`config.mk`:
```
export PLATFORM = sky130hd
export DESIGN_NAME = munoc_apb_splitter
export DESIGN_NICKNAME = d
export VERILOG_FILES = /design/src/rtl/munoc_apb_splitter.sv
export SDC_FILE = /design/constraint.sdc
export NUM_CORES = 1
export LEC_CHECK = 0
export BUFFER_PORTS_ARGS = -buffer_cell sky130_fd_sc_hd__buf_4
export CORE_AREA = 2 2 136 138
export CTS_CLUSTER_SIZE = 14
export DETAILED_ROUTE_END_ITERATION = 7
export DIE_AREA = 0 0 138 140
export SLEW_MARGIN = 20
export SYNTH_ARGS = -nofsm -noshare
export SYNTH_HDL_FRONTEND = slang
export SYNTH_SLANG_ARGS = --single-unit
```
`constraint.sdc`:
```
create_clock -name clk -period 4.1 [get_ports clk]
set_input_delay 0.41 -clock clk [delete_from_list [all_inputs] [get_ports clk]]
set_output_delay 0.41 -clock clk [all_outputs]
set_load 0.05 [all_outputs]
```
`src/rtl/munoc_apb_splitter.sv`:
```
// -----------------------------------------------------------------------------
// munoc_apb_splitter
//
// Fans the single APB master port of the AXI-to-APB bridge node out to
// NUM_SLAVE APB peripheral ports. Each accepted access is decoded by base/mask
// and re-timed into a clean SETUP/ACCESS sequence on the downstream side. The
// block answers upstream itself in a one-cycle RESP state. Decode misses and
// slaves that never raise PREADY are terminated with PSLVERR, so a dead
// peripheral cannot stall the NoC.
//
// Optional error log: define MUNOC_APB_SPLITTER_ERROR_LOG_EN to build the
// sticky first-error log (err_valid/err_addr/err_cause, cleared by err_clear).
// Without the macro those outputs are tied low and err_clear is ignored.
//
// Ports
//   clk, rst        clock, asynchronous active-high reset
//   spaddr..spwstrb upstream APB request (from the bridge)
//   sprdata, spready, spslverr
//                   upstream APB response (registered, valid in RESP only)
//   mpsel           one-hot downstream select
//   mpaddr, mpwrite, mpenable, mpwdata, mpwstrb
//                   shared downstream request bus (zero when no slave selected)
//   mprdata, mpready, mpslverr
//                   packed downstream responses, slave i in slice i
//   err_valid, err_addr, err_cause, err_clear
//                   error log (cause 01 decode, 10 timeout, 11 slave error)
// -----------------------------------------------------------------------------
module munoc_apb_splitter #(
    parameter int                           NUM_SLAVE      = 4,
    parameter int                           BW_ADDR        = 32,
    parameter int                           BW_DATA        = 32,
    parameter logic [NUM_SLAVE*BW_ADDR-1:0] SLAVE_BASE     = {NUM_SLAVE{32'h0}},
    parameter logic [NUM_SLAVE*BW_ADDR-1:0] SLAVE_MASK     = {NUM_SLAVE{32'h0}},
    parameter int                           TIMEOUT_CYCLES = 255,
    parameter int                           BW_TIMEOUT     = 8
) (
    input  logic                           clk,
    input  logic                           rst,
    // upstream APB
    input  logic [BW_ADDR-1:0]             spaddr,
    input  logic                           spwrite,
    input  logic                           spsel,
    input  logic                           spenable,
    input  logic [BW_DATA-1:0]             spwdata,
    input  logic [BW_DATA/8-1:0]           spwstrb,
    output logic [BW_DATA-1:0]             sprdata,
    output logic                           spready,
    output logic                           spslverr,
    // downstream APB
    output logic [NUM_SLAVE-1:0]           mpsel,
    output logic [BW_ADDR-1:0]             mpaddr,
    output logic                           mpwrite,
    output logic                           mpenable,
    output logic [BW_DATA-1:0]             mpwdata,
    output logic [BW_DATA/8-1:0]           mpwstrb,
    input  logic [NUM_SLAVE*BW_DATA-1:0]   mprdata,
    input  logic [NUM_SLAVE-1:0]           mpready,
    input  logic [NUM_SLAVE-1:0]           mpslverr,
    // error log
    output logic                           err_valid,
    output logic [BW_ADDR-1:0]             err_addr,
    output logic [1:0]                     err_cause,
    input  logic                           err_clear
);

    localparam int IDX_W = (NUM_SLAVE > 1) ? $clog2(NUM_SLAVE) : 1;

    // Counter is compared one bit wider so the increment never wraps before
    // it can be matched against the limit.
    localparam logic [BW_TIMEOUT:0] TIMEOUT_LIM = (BW_TIMEOUT + 1)'(TIMEOUT_CYCLES);
    localparam logic [BW_TIMEOUT:0] CNT_ONE     = {{BW_TIMEOUT{1'b0}}, 1'b1};

    typedef enum logic [1:0] {
        ST_IDLE   = 2'd0,
        ST_SETUP  = 2'd1,
        ST_ACCESS = 2'd2,
        ST_RESP   = 2'd3
    } state_t;

    state_t                 state_q, state_d;
    logic [BW_ADDR-1:0]     addr_q, addr_d;
    logic                   write_q, write_d;
    logic [BW_DATA-1:0]     wdata_q, wdata_d;
    logic [BW_DATA/8-1:0]   wstrb_q, wstrb_d;
    logic [IDX_W-1:0]       idx_q, idx_d;
    logic [BW_TIMEOUT-1:0]  cnt_q, cnt_d;
    logic [BW_DATA-1:0]     rdata_q, rdata_d;
    logic                   slverr_q, slverr_d;

    // -------------------------------------------------------------------------
    // Address decode and per-slave response unpacking
    // -------------------------------------------------------------------------
    logic [NUM_SLAVE-1:0]   dec_hit_vec;
    logic [BW_DATA-1:0]     slv_rdata [NUM_SLAVE];
    logic                   dec_hit;
    logic [IDX_W-1:0]       dec_idx;

    generate
        for (genvar gi = 0; gi < NUM_SLAVE; gi++) begin : g_slave
            localparam logic [BW_ADDR-1:0] BASE = SLAVE_BASE[gi*BW_ADDR +: BW_ADDR];
            localparam logic [BW_ADDR-1:0] MASK = SLAVE_MASK[gi*BW_ADDR +: BW_ADDR];
            assign dec_hit_vec[gi] = ((spaddr & MASK) == (BASE & MASK));
            assign slv_rdata[gi]   = mprdata[gi*BW_DATA +: BW_DATA];
        end
    endgenerate

    // Scan from the top so the lowest matching index is the one left standing.
    always_comb begin
        dec_idx = '0;
        for (int i = NUM_SLAVE - 1; i >= 0; i--) begin
            if (dec_hit_vec[i]) begin
                dec_idx = IDX_W'(i);
            end
        end
    end

    assign dec_hit = |dec_hit_vec;

    // Response of the currently addressed slave
    logic                 sel_ready;
    logic                 sel_err;
    logic [BW_DATA-1:0]   sel_rdata;

    assign sel_ready = mpready[idx_q];
    assign sel_err   = mpslverr[idx_q];
    assign sel_rdata = slv_rdata[idx_q];

    // -------------------------------------------------------------------------
    // ACCESS-phase timeout
    // -------------------------------------------------------------------------
    logic [BW_TIMEOUT:0]  cnt_inc;
    logic                 timeout_hit;

    assign cnt_inc     = {1'b0, cnt_q} + CNT_ONE;
    // Fires on the ACCESS cycle that would bring the count to the limit, so
    // mpenable stays high for exactly TIMEOUT_CYCLES cycles.
    assign timeout_hit = (TIMEOUT_CYCLES != 0) && (cnt_inc == TIMEOUT_LIM);

    // -------------------------------------------------------------------------
    // FSM: state register
    // -------------------------------------------------------------------------
    always_ff @(posedge clk or posedge rst) begin
        if (rst) begin
            state_q  <= ST_IDLE;
            addr_q   <= '0;
            write_q  <= 1'b0;
            wdata_q  <= '0;
            wstrb_q  <= '0;
            idx_q    <= '0;
            cnt_q    <= '0;
            rdata_q  <= '0;
            slverr_q <= 1'b0;
        end else begin
            state_q  <= state_d;
            addr_q   <= addr_d;
            write_q  <= write_d;
            wdata_q  <= wdata_d;
            wstrb_q  <= wstrb_d;
            idx_q    <= idx_d;
            cnt_q    <= cnt_d;
            rdata_q  <= rdata_d;
            slverr_q <= slverr_d;
        end
    end

    // -------------------------------------------------------------------------
    // FSM: next-state logic
    // -------------------------------------------------------------------------
    always_comb begin
        state_d  = state_q;
        addr_d   = addr_q;
        write_d  = write_q;
        wdata_d  = wdata_q;
        wstrb_d  = wstrb_q;
        idx_d    = idx_q;
        cnt_d    = cnt_q;
        rdata_d  = rdata_q;
        slverr_d = slverr_q;

        case (state_q)
            ST_IDLE: begin
                if (spsel && spenable) begin
                    addr_d  = spaddr;
                    write_d = spwrite;
                    wdata_d = spwdata;
                    wstrb_d = spwstrb;
                    idx_d   = dec_idx;
                    cnt_d   = '0;
                    rdata_d = '0;
                    if (dec_hit) begin
                        slverr_d = 1'b0;
                        state_d  = ST_SETUP;
                    end else begin
                        // Decode miss is answered locally, nothing goes out.
                        slverr_d = 1'b1;
                        state_d  = ST_RESP;
                    end
                end
            end

            ST_SETUP: begin
                cnt_d   = '0;
                state_d = ST_ACCESS;
            end

            ST_ACCESS: begin
                // Ready is checked first so it wins over a same-cycle timeout.
                if (sel_ready) begin
                    slverr_d = sel_err;
                    rdata_d  = (write_q || sel_err) ? '0 : sel_rdata;
                    state_d  = ST_RESP;
                end else begin
                    cnt_d = cnt_inc[BW_TIMEOUT-1:0];
                    if (timeout_hit) begin
                        slverr_d = 1'b1;
                        rdata_d  = '0;
                        state_d  = ST_RESP;
                    end
                end
            end

            ST_RESP: begin
                // Upstream request is deliberately not sampled here.
                state_d = ST_IDLE;
            end

            default: begin
                state_d = ST_IDLE;
            end
        endcase
    end

    // -------------------------------------------------------------------------
    // FSM: outputs (all derived from registered state, so reset clears them
    // immediately)
    // -------------------------------------------------------------------------
    always_comb begin
        mpsel    = '0;
        mpenable = 1'b0;
        mpaddr   = '0;
        mpwrite  = 1'b0;
        mpwdata  = '0;
        mpwstrb  = '0;
        spready  = 1'b0;
        sprdata  = '0;
        spslverr = 1'b0;

        case (state_q)
            ST_SETUP, ST_ACCESS: begin
                mpsel[idx_q] = 1'b1;
                mpenable     = (state_q == ST_ACCESS);
                mpaddr       = addr_q;
                mpwrite      = write_q;
                mpwdata      = wdata_q;
                mpwstrb      = wstrb_q;
            end
            ST_RESP: begin
                spready  = 1'b1;
                sprdata  = rdata_q;
                spslverr = slverr_q;
            end
            default: begin
            end
        endcase
    end

    // -------------------------------------------------------------------------
    // Sticky first-error log
    // -------------------------------------------------------------------------
`ifdef MUNOC_APB_SPLITTER_ERROR_LOG_EN
    logic                 err_valid_q, err_valid_d;
    logic [BW_ADDR-1:0]   err_addr_q, err_addr_d;
    logic [1:0]           err_cause_q, err_cause_d;
    logic                 evt;
    logic [1:0]           evt_cause;
    logic [BW_ADDR-1:0]   evt_addr;

    always_comb begin
        evt       = 1'b0;
        evt_cause = 2'b00;
        evt_addr  = addr_q;
        case (state_q)
            ST_IDLE: begin
                if (spsel && spenable && !dec_hit) begin
                    evt       = 1'b1;
                    evt_cause = 2'b01;
                    evt_addr  = spaddr;
                end
            end
            ST_ACCESS: begin
                if (sel_ready) begin
                    if (sel_err) begin
                        evt       = 1'b1;
                        evt_cause = 2'b11;
                    end
                end else if (timeout_hit) begin
                    evt       = 1'b1;
                    evt_cause = 2'b10;
                end
            end
            default: begin
            end
        endcase
    end

    // A clear and a new error in the same cycle leave the new error logged.
    always_comb begin
        err_valid_d = err_valid_q;
        err_addr_d  = err_addr_q;
        err_cause_d = err_cause_q;
        if (err_clear) begin
            err_valid_d = 1'b0;
            err_addr_d  = '0;
            err_cause_d = 2'b00;
        end
        if (evt && (!err_valid_q || err_clear)) begin
            err_valid_d = 1'b1;
            err_addr_d  = evt_addr;
            err_cause_d = evt_cause;
        end
    end

    always_ff @(posedge clk or posedge rst) begin
        if (rst) begin
            err_valid_q <= 1'b0;
            err_addr_q  <= '0;
            err_cause_q <= 2'b00;
        end else begin
            err_valid_q <= err_valid_d;
            err_addr_q  <= err_addr_d;
            err_cause_q <= err_cause_d;
        end
    end

    assign err_valid = err_valid_q;
    assign err_addr  = err_addr_q;
    assign err_cause = err_cause_q;
`else
    logic unused_err_clear;
    assign unused_err_clear = err_clear;

    assign err_valid = 1'b0;
    assign err_addr  = '0;
    assign err_cause = 2'b00;
`endif

endmodule

```
==> results.ini <==
[outcome]
status = completed

[global_routing]
gr-usage-all-layers_pct = 13.75
grt_pass1_wl_um = 21570
grt_overflow = 0
grt_max_degree = 72
antenna_found_initial = 0
grt_pass1_vias = 4203

[die]
fp.dieW_um = 138
std_cell_rows = 49
die_h_um = 140
initial_utilization_pct = 30.85
core_sq_mm = 0.01778
die-area_sq_mm = 0.01932
ioPinCount = 353

[route]
dr.first_iter.drc_count = 75
vias = 4053
wire_per_inst_um = 14.71
routed_wl_um = 13190
viasPerCell = 4.518
route.detailed.drc = 0
firstDrtPassIters = 4
ant_nets = 0

[worst_setup_path]
crit_path_end_kind = register
worstSetupStartpointType = register
max_stage_delay_ns = 0.79
critPathMaxFanout = 34
worst-path-buf-inv = 0
slowest_stage = o211ai_4
crit_type = register to register
crit_family = compound AO/OA/AOI/OAI gates
crit_required_ns = 4.28
critical_path_arrival_ns = 2.72
worstPathCellList = ha_1, and4b_1, o211ai_1, a32oi_1, o211ai_4, o21ai_0
r2r_setup_slack_ns = 1.57

[pwr]
power.leakage_nw = 3.671
p_per_area_mw_per_mm2 = 982.8
ir_drop_mv = 0.9362
p_total_mw = 7.298

[finish]
drive_above_1_share_pct = 46.26
nets = 879
diodes = 0
final_util_pct = 41.77
area_growth_pct = 35.38

[logic_synthesis]
ys.flop_type = dfrtp_1
synth_top_area_share_pct = 51.09
synth_largest_area_cell = dfrtp_1
synthTopCellsByCount = dfrtp_1 (112), and2_1 (105), mux2_2 (69)
yosys_warnings = 0
synth.most_common_cell = dfrtp_1
synth_cells = 466
ys_types = 40
yosys-top-cells-area = dfrtp_1 (51%), mux2_2 (14%), and2_1 (12%), buf_4 (5.5%), a22o_1 (5.1%)
ys_seq_area_share_pct = 51.09
ys_ff_latch = 112
synth-edff-count = 0
synthArstFlopShare_pct = 100.0
postSynthAreaPerCell_sq_um = 11.77
syn_area_sq_mm = 0.005485

[placed_design]
place_congestion = 0.7899
portBuffers = 211
dpl.hpwl_um = 9399

[cts]
ctsResizeCount = 0
clock_latency_ns = 0.35
cts_num_sinks = 112
clockBufferDepth = 2
cts.clk_slew.worst_paths_ns = 0.08
tritoncts = yes
cts.htree.levels = 3
cts_setup_buffers = 0
root_buffer = clkbuf_16
cts_buffers = 9
cts_hold_buf = 0

[flow_run]
maxCapViolCount = 0

[sta]
skew_ns = 0.007696
maxSlewViolCount = 0
setup_viol = 0
fin_setup_tns_ns = 0
rsz0062_at_grt = no
period_share_pct = 61.80
fmax_ghz = 0.3946
hold_violations = 0
worst_pin_slew_ns = 0.9505
slew_headroom_pct = 36.33
period_needed_ns = 2.534

[worst_hold_path]
hp-class = input pin to async pin

==> state kept, by name, indices dropped and copies added (netlist names) <==
| name | cells |
|---|---|
| cnt_q | 8 |
| wdata_q | 32 |
| state_q | 2 |
| slverr_q | 1 |
| addr_q | 32 |
| write_q | 1 |
| rdata_q | 32 |
| wstrb_q | 4 |
==> metal layers <==
metal / up-vias / share of wire (%) / global-route usage, %
li1: 1904 / - / -
met1: 1945 / 43 / 17.00
met2: 189 / 46 / 21.68
met3: 15 / 10 / 5.538
met4: 0 / 1.6 / 5.263
met5: - / 0 / 0
==> power breakdown <==
group	internal, mW	leakage (nW)	switching [mW]	total [mW]
clock network	0.499	0.147	0.426	0.925
registers	1.63	1.41	0.260	1.89
logic	1.50	2.12	2.98	4.48
total	3.63	3.67	3.67	7.30
==> logic make-up after synthesis <==
kind of cell,count (synthesis),synth area share (%)
AO/OA/AOI/OAI,61,8.645
adder cells (fa/ha/maj),6,1.369
buffers and inverters,75,8.576
flip-flops,112,51.09
multiplexers,71,14.62
other,1,0.06837
AND/OR/NAND/NOR,140,15.63
==> worst register-to-register path, stage by stage (launching register included) <==
cell,delay (ns)
dfrtp_1,0.44
ha_1,0.35
and4b_1,0.23
o211ai_1,0.17
a32oi_1,0.19
o211ai_4,0.79
o21ai_0,0.19
==> path summary, 6_finish.rpt <==
| kind | start | cells after the start | end |
|---|---|---|---|
| setup / recovery | cnt_q[0] | 6 | state_q[0] |
| hold / removal | rst | 2 | addr_q[2] |
| setup reg to reg | cnt_q[0] | 6 | state_q[0] |
| hold reg to reg | rdata_q[24] | 1 | rdata_q[24] |
| max in group asynchronous | rst | 3 | wdata_q[6] |
| min in group clk | mprdata[24] | 2 | rdata_q[24] |
==> metrics by stage <==
step	worst slack [ns]	std cells	instance area [sq um]	hold WS, ns
6_report	1.566	897	7426	0.1869
5_1_grt	1.310	897	7426	0.2418
4_1_cts	1.547	897	7426	0.1986
3_5_place_dp	1.571	881	7113	0.4766
3_3_place_gp	1.627	881	7113	0.4748
2_1_floorplan	0.7310	503	5624	0.4579
==> area by class of cell <==
class | count | area (sq um)
Fill cell | 1685 | 10350
Clock buffer | 10 | 239.0
Timing Repair Buffer | 216 | 1622
Multi-Input combinational cell | 316 | 2370
Sequential cell | 112 | 2803
Inverter | 8 | 32.53
Clock inverter | 6 | 73.82
Tap cell | 229 | 286.5
==> cells in the final DEF (no fill, tap or decap), drive strengths merged, types with 5 or more instances in the layout <==
master / count
buf: 216
dfrtp: 112
and2: 106
mux2: 70
conb: 38
a22o: 32
o21ai: 14
clkbuf: 10
inv: 10
nand2: 9
ha: 6
nand3: 5
(Power assumes the default switching activity.)
